==> src/rtl/lfsr_range_rng.sv <==
// Free-running Fibonacci LFSR with seed load, lockup recovery and a
// req/valid interface that returns values uniformly drawn from [0, limit).
module lfsr_range_rng #(
    parameter int             N            = 16,
    parameter int             BITS         = 4,
    parameter logic [N-1:0]   TAPS         = 16'hB400,
    parameter logic [N-1:0]   SEED_DEFAULT = {{(N-1){1'b0}}, 1'b1},
    parameter int             MAX_TRIES    = 64
) (
    input  logic            clk,
    input  logic            rst,
    input  logic            seed_load,
    input  logic [N-1:0]    seed,
    input  logic [BITS-1:0] limit,
    input  logic            req,
    output logic [BITS-1:0] random,
    output logic            valid,
    output logic            err,
    output logic            busy
);

    localparam int           TW       = $clog2(MAX_TRIES + 1);
    localparam logic [N-1:0] ONE      = {{(N-1){1'b0}}, 1'b1};
    localparam logic [N-1:0] SEED_RST = (SEED_DEFAULT == '0) ? ONE : SEED_DEFAULT;

    typedef enum logic {
        IDLE,
        SEARCH
    } state_t;

    state_t          state;
    state_t          state_next;
    logic [N-1:0]    lfsr;
    logic [N-1:0]    lfsr_next;
    logic            fb;
    logic [BITS-1:0] cand;
    logic [BITS:0]   eff_limit;
    logic            accept;
    logic [TW-1:0]   tries;
    logic [TW-1:0]   tries_next;
    logic [BITS-1:0] random_next;
    logic            valid_next;
    logic            err_next;

    // An all-zero register would stick forever, so it is forced back to 1.
    always_comb begin
        fb        = ^(lfsr & TAPS);
        lfsr_next = (lfsr == '0) ? ONE : {lfsr[N-2:0], fb};
    end

    // limit=0 stands for the full 2^BITS range, hence the extra bit.
    always_comb begin
        cand      = lfsr[BITS-1:0];
        eff_limit = (limit == '0) ? {1'b1, {BITS{1'b0}}} : {1'b0, limit};
        accept    = ({1'b0, cand} < eff_limit);
    end

    always_comb begin
        state_next  = state;
        tries_next  = tries;
        random_next = random;
        valid_next  = 1'b0;
        err_next    = err;
        unique case (state)
            IDLE: begin
                if (req) begin
                    state_next = SEARCH;
                    tries_next = '0;
                    err_next   = 1'b0;
                end
            end
            SEARCH: begin
                if (accept) begin
                    random_next = cand;
                    valid_next  = 1'b1;
                    err_next    = 1'b0;
                    state_next  = IDLE;
                end else begin
                    tries_next = tries + TW'(1);
                    if (tries == TW'(MAX_TRIES - 1)) begin
                        random_next = '0;
                        valid_next  = 1'b1;
                        err_next    = 1'b1;
                        state_next  = IDLE;
                    end
                end
            end
            default: state_next = IDLE;
        endcase
    end

    // A seed load aborts any search silently and skips the LFSR step.
    always_ff @(posedge clk) begin
        if (rst) begin
            lfsr   <= SEED_RST;
            state  <= IDLE;
            tries  <= '0;
            random <= '0;
            valid  <= 1'b0;
            err    <= 1'b0;
        end else if (seed_load) begin
            lfsr  <= (seed == '0) ? ONE : seed;
            state <= IDLE;
            tries <= '0;
            valid <= 1'b0;
            err   <= 1'b0;
        end else begin
            lfsr   <= lfsr_next;
            state  <= state_next;
            tries  <= tries_next;
            random <= random_next;
            valid  <= valid_next;
            err    <= err_next;
        end
    end

    assign busy = (state == SEARCH);

endmodule

==> config.mk <==
export PLATFORM = sky130hd
export DESIGN_NAME = lfsr_range_rng
export DESIGN_NICKNAME = d
export VERILOG_FILES = /design/src/rtl/lfsr_range_rng.sv
export SDC_FILE = /design/constraint.sdc
export NUM_CORES = 1
export LEC_CHECK = 0
export BUFFER_PORTS_ARGS = -buffer_cell sky130_fd_sc_hd__buf_4
export CAP_MARGIN = 0
export CORE_ASPECT_RATIO = 1.75
export CORE_UTILIZATION = 55
export CTS_CLUSTER_DIAMETER = 50
export CTS_CLUSTER_SIZE = 16
export DETAILED_ROUTE_END_ITERATION = 6
export PLACE_DENSITY = 0.89
export SKIP_LAST_GASP = 1
export SLEW_MARGIN = 20
export SYNTH_ARGS = -nofsm -noshare
export SYNTH_HDL_FRONTEND = slang
export SYNTH_SLANG_ARGS = --single-unit
==> constraint.sdc <==
create_clock -name clk -period 4.55 [get_ports clk]
set_clock_uncertainty 0.05 [all_clocks]
set_input_delay 1.365 -clock clk [delete_from_list [all_inputs] [get_ports clk]]
set_output_delay 1.365 -clock clk [all_outputs]
set_load 0.005 [all_outputs]
## Word-level counts from Yosys, hierarchy flattened

Cells that the tools add are included.

- Equality and inequality tests: 4
- Div/mod/pow operators: 0
- $add $sub $neg: 1
- Bitwise operators: 2
- Shifts and indexed selects: 0
- Multipliers: 0
- Multiplexer cells: 19
- Reduce and logical (&&, ||, !) cells: 10
- Order comparisons: 1

Operator list:

| operator | count |
|---|---|
| $mux W16 | 3 |
| $logic_not A16 Y1 | 2 |
| $reduce_xor A16 Y1 | 1 |
| $mux W7 | 2 |
| $pmux W7 S2 | 1 |
| $mux W1 | 8 |
| $mux W4 | 2 |
| $add A7 B1 Y7 const B | 1 |
| $eq A7 B6 Y1 const B | 1 |
| $lt A4 B5 Y1 | 1 |
| $mux W5 | 1 |
| $logic_not A4 Y1 | 1 |
| $ne A2 B2 Y1 const B | 2 |
| $pmux W1 S2 | 2 |
| $reduce_and A2 Y1 | 2 |
| $ne A3 B1 Y1 const B | 1 |
| $reduce_and A3 Y1 | 1 |
| $reduce_or A3 Y1 | 1 |
| $not A1 Y1 | 2 |
| $reduce_bool A2 Y1 | 1 |
| $reduce_or A2 Y1 | 1 |

- RAM bits: 0
- Memories: 0
- Input bits: 24
- Bits in latches: 0
- Register bits: 30
- Bits in read-only memories: 0
- Output and inout port bits: 7

## Logic depth before layout (Yosys ltp)

- Word-level depth: 5
- Gate-level depth with buffers: 7

## Least setup slack after synthesis

OpenSTA, ideal clock, no wires.

- Kind: input port to flip-flop
- Start point: input limit[3]
- End point: register tries[5]
- Path slack: 1.830 ns
- Data required time: 4.382 ns
- Stages on the path: 6
- Data arrival time: 2.552 ns
- Cell sequence: inv_1 -> ha_1 -> o21a_1 -> o21ai_4 -> or4_1 -> mux2i_1

- Cells in the longest elaborated chain, start to end: 5

RTL lines:

| element | line | text |
|---|---|---|
| from (decl) | 14 | `input logic [BITS-1:0] limit,` |
| $logic_not A4 Y1 | 54 | `eff_limit = (limit == '0) ? {1'b1, {BITS{1'b0}}} : {1'b0, limit};` |
| $mux W5 * | 54 |  |
| $lt A4 B5 Y1 * | 55 | `accept = ({1'b0, cand} < eff_limit);` |
| $ne A2 B2 Y1 (no line) * | -- |  |
| $reduce_and A2 Y1 (no line) * | -- |  |
| to (signal assigned) | 110 | `tries <= tries_next;` |
| to (decl) | 39 | `logic [TW-1:0] tries;` |

Every way passes the cells marked *; elsewhere a longest branch is shown, timed or not.
A chain may end at the register's enable or synchronous reset.

## Final worst setup path

- Start point: input limit[1]
- End point: register tries[0]

Same word-level chain as after synthesis.

==> impl_metrics.env <==
export IMPL_synth_nets=188
export IMPL_dieArea_um2=2970
export IMPL_synth_seq_cells=30
export IMPL_yosys_top_cells_area="dfxtp_1 (40%), a22o_1 (6.9%), ha_1 (4.1%), nand4_1 (3.7%), mux2i_1 (3.3%)"
export IMPL_synth_top_flop_cell="dfxtp_1"
export IMPL_met3_usage=0.0680
export IMPL_min_to="tries[4]$_SDFFE_PP0P_"
export IMPL_htreeDepth=2
export IMPL_min_path_type="register to register"
export IMPL_min_delay_start="tries[4]$_SDFFE_PP0P_"
export IMPL_core_area_um2=2550
export IMPL_cts_made_buffers=5
export IMPL_drc=0
export IMPL_slew_headroom=0.549
export IMPL_p_int_w=0.000438
export IMPL_synth_edf_count=0
export IMPL_worst_slew_pin_slew_ps=677
export IMPL_insertion_delay_ps=290
export IMPL_fin_nets=217
export IMPL_wirelength_um=3830
export IMPL_cp_arrival_ps=2860
export IMPL_nFillCells=178
export IMPL_antenna_cells=0
export IMPL_first_global_vias=1427
export IMPL_grt_busiest_layer="met2"
export IMPL_setup_violations=0
export IMPL_synth_area_um2=1510
export IMPL_synthArstFlopShare=0
export IMPL_dp_hpwl_um=2870
export IMPL_yosysTopAreaCell="dfxtp_1"
export IMPL_synth_top_area_frac=0.397
export IMPL_hold_viol=0
export IMPL_tns_ps=0
export IMPL_dp_cells=207
export IMPL_instances_no_fill=215
export IMPL_die_width_um=41.6
export IMPL_dpl_worst_slack_ps=1570
export IMPL_ys_seq_area_frac=0.397
export IMPL_cts_buffer_depth=2
export IMPL_areaGrowthSynthToFinish_pct=19.9
export IMPL_fin_util=0.711
export IMPL_grt_pass1_wl_um=6210
export IMPL_cts_tree="done"
export IMPL_path_class="input port to register"
export IMPL_cts_root_buf="clkbuf_8"
export IMPL_syn_inst=159
export IMPL_rsz0062_at_grt="no"
export IMPL_ir_drop_mv=0.236
export IMPL_postRouteAntennaNets=0
export IMPL_p_switching_w=0.000169
export IMPL_maxCapViolCount=0
export IMPL_track_usage=0.277
export IMPL_leakage_nw=0.726
export IMPL_fin_crit_sh=0.599
export IMPL_vias=1438
export IMPL_p_total_w=0.000607
export IMPL_avgRoutedWirePerCell_um=17.8
export IMPL_avgSynthCellArea_um2=9.51
export IMPL_power_density_nw_per_um2=334
export IMPL_placementRows=24
export IMPL_die_h_um=71.4
export IMPL_cts_setup_buffers=0
export IMPL_status="finished clean"
export IMPL_clkSinkCount=30
export IMPL_drtPass1Iterations=5
export IMPL_pwr_share_comb=0.162
export IMPL_gr_total_overflow=0
export IMPL_max_freq_mhz=367
export IMPL_viasPerCell=6.69
export IMPL_p_sw_frac=0.279
export IMPL_worst_slack_ps=1820
export IMPL_start_util=0.593
export IMPL_startpoint_type="input port"
export IMPL_required_ps=4690
export IMPL_ys_types=47
export IMPL_use_met2=0.523
export IMPL_period_needed_ps=2730
export IMPL_cp_end_kind="register"
export IMPL_numPortBuffers=30
export IMPL_place_congestion=0.857
export IMPL_timing_rr_end="tries[5]$_SDFFE_PP0P_"
export IMPL_ioPinCount=31
export IMPL_cts_resized_gates=0
export IMPL_yosysWarnings=0
export IMPL_hold_buffers=0
export IMPL_hold_depth=2
export IMPL_crit_fanout=15
export IMPL_path_clk_slew_ps=60
export IMPL_ff2ff_setup_slack_ps=2590
export IMPL_clkPwrFrac=0.369
export IMPL_drt_iter0_drc=68
export IMPL_seq_power_share=0.469
export IMPL_r2r_cells=3
export IMPL_grtUsageMet1=0.253
export IMPL_grt_max_degree=16
export IMPL_r2r_start="busy$_SDFF_PP0_"
export IMPL_drive_above_1_share=0.249
export IMPL_antenna_found_initial=0
export IMPL_maxSlewViolCount=0
-- worst max-delay path, stage by stage --
cell	delay, ps
buf_4	80
inv_1	40
ha_1	270
inv_1	60
o21ai_2	560
a31oi_1	180
a311oi_1	300
-- kinds of logic (layout without fill, tap and decap cells) --
family / after synthesis / in the layout / share of synthesized area
AND/OR/NAND/NOR: 57 / 57 / 0.211
AO/OA/AOI/OAI: 43 / 43 / 0.252
flip-flops: 30 / 30 / 0.397
buffers and inverters: 17 / 47 / 0.0538
adder cells (fa/ha/maj): 5 / 5 / 0.0414
multiplexers: 5 / 5 / 0.0331
XOR/XNOR: 2 / 2 / 0.0116
-- per-stage QoR --
stage | area (um^2) | hold slack [ps]
after floorplan | 1510 | 388
after global placement | 1720 | 400
after detailed placement | 1720 | 415
after CTS | 1810 | 423
after global routing | 1810 | 448
final | 1810 | 421
-- sequential cells by signal (all words and copies together) (netlist names) --
| register | cells |
|---|---|
| busy | 1 |
| err | 1 |
| lfsr | 16 |
| random | 4 |
| tries | 7 |
| valid | 1 |
-- cell type report --
class                           count  area [um^2]  area share
Multi-Input combinational cell    112          831       0.458
Sequential cell                    30          601       0.331
Timing Repair Buffer               30          225       0.124
Clock buffer                        7         86.3      0.0476
Inverter                            9         33.8      0.0186
Tap cell                           26         32.5      0.0179
Clock inverter                      1         5.00     0.00276
-- metal layers --
metal	share of wire	vias up
met4	0.041	0
met1	0.34	676
li1	-	665
met2	0.56	81
met3	0.056	16
met5	0	-
-- power groups by stage --
stage	clock (W)	combinational, W	sequential, W
after floorplan	0	0.0000680	0.000286
after global placement	0	0.0000919	0.000290
after detailed placement	0	0.0000967	0.000290
after CTS	0.000225	0.0000974	0.000284
after global routing	0.000232	0.000105	0.000286
final	0.000224	0.0000985	0.000285
-- worst max path at each step --
stage                   from                     to  slack, ps  depth (start not counted)
finish              limit[1]  tries[0]$_SDFFE_PP0P_       1820                          7
detailed placement  limit[1]  tries[0]$_SDFFE_PP0P_       1570                          7
floorplan           limit[3]  tries[5]$_SDFFE_PP0P_       1830                          6
CTS                 limit[1]  tries[0]$_SDFFE_PP0P_       1870                          7
global placement    limit[1]  tries[6]$_SDFFE_PP0P_       1670                          7
global route        limit[1]  tries[0]$_SDFFE_PP0P_       1700                          7
-- cell usage in the layout (no fill, tap or decap), types with 2 or more instances in the layout --
cell type / netlist / routed
ha_1: 5 / 5
nor2_1: 8 / 8
nand4_1: 9 / 9
o21a_1: 2 / 2
buf_4: 1 / 30
clkbuf_8: 0 / 6
mux2i_1: 5 / 5
dfxtp_1: 30 / 30
inv_1: 8 / 8
nand3_1: 3 / 3
o21a_4: 2 / 2
a31o_1: 2 / 2
nand2b_1: 3 / 3
o211ai_1: 4 / 4
and3_1: 3 / 3
nor4_1: 8 / 8
a21oi_1: 3 / 3
a31oi_1: 7 / 7
nand2_1: 12 / 12
a22o_1: 12 / 12
-- cell usage after synthesis, types with 2 or more instances --
cell type  number
mux2i_1         5
and3_1          3
dfxtp_1        30
o21a_4          2
buf_2           5
nor4_1          8
ha_1            5
o211ai_1        4
a31oi_1         7
nand4_1         9
a31o_1          2
inv_1           8
a22o_1         12
a21oi_1         3
nand2_1        12
nand2b_1        3
nor2_1          8
nand3_1         3
o21a_1          2
No activity file was read; power rests on OpenSTA's default activity.
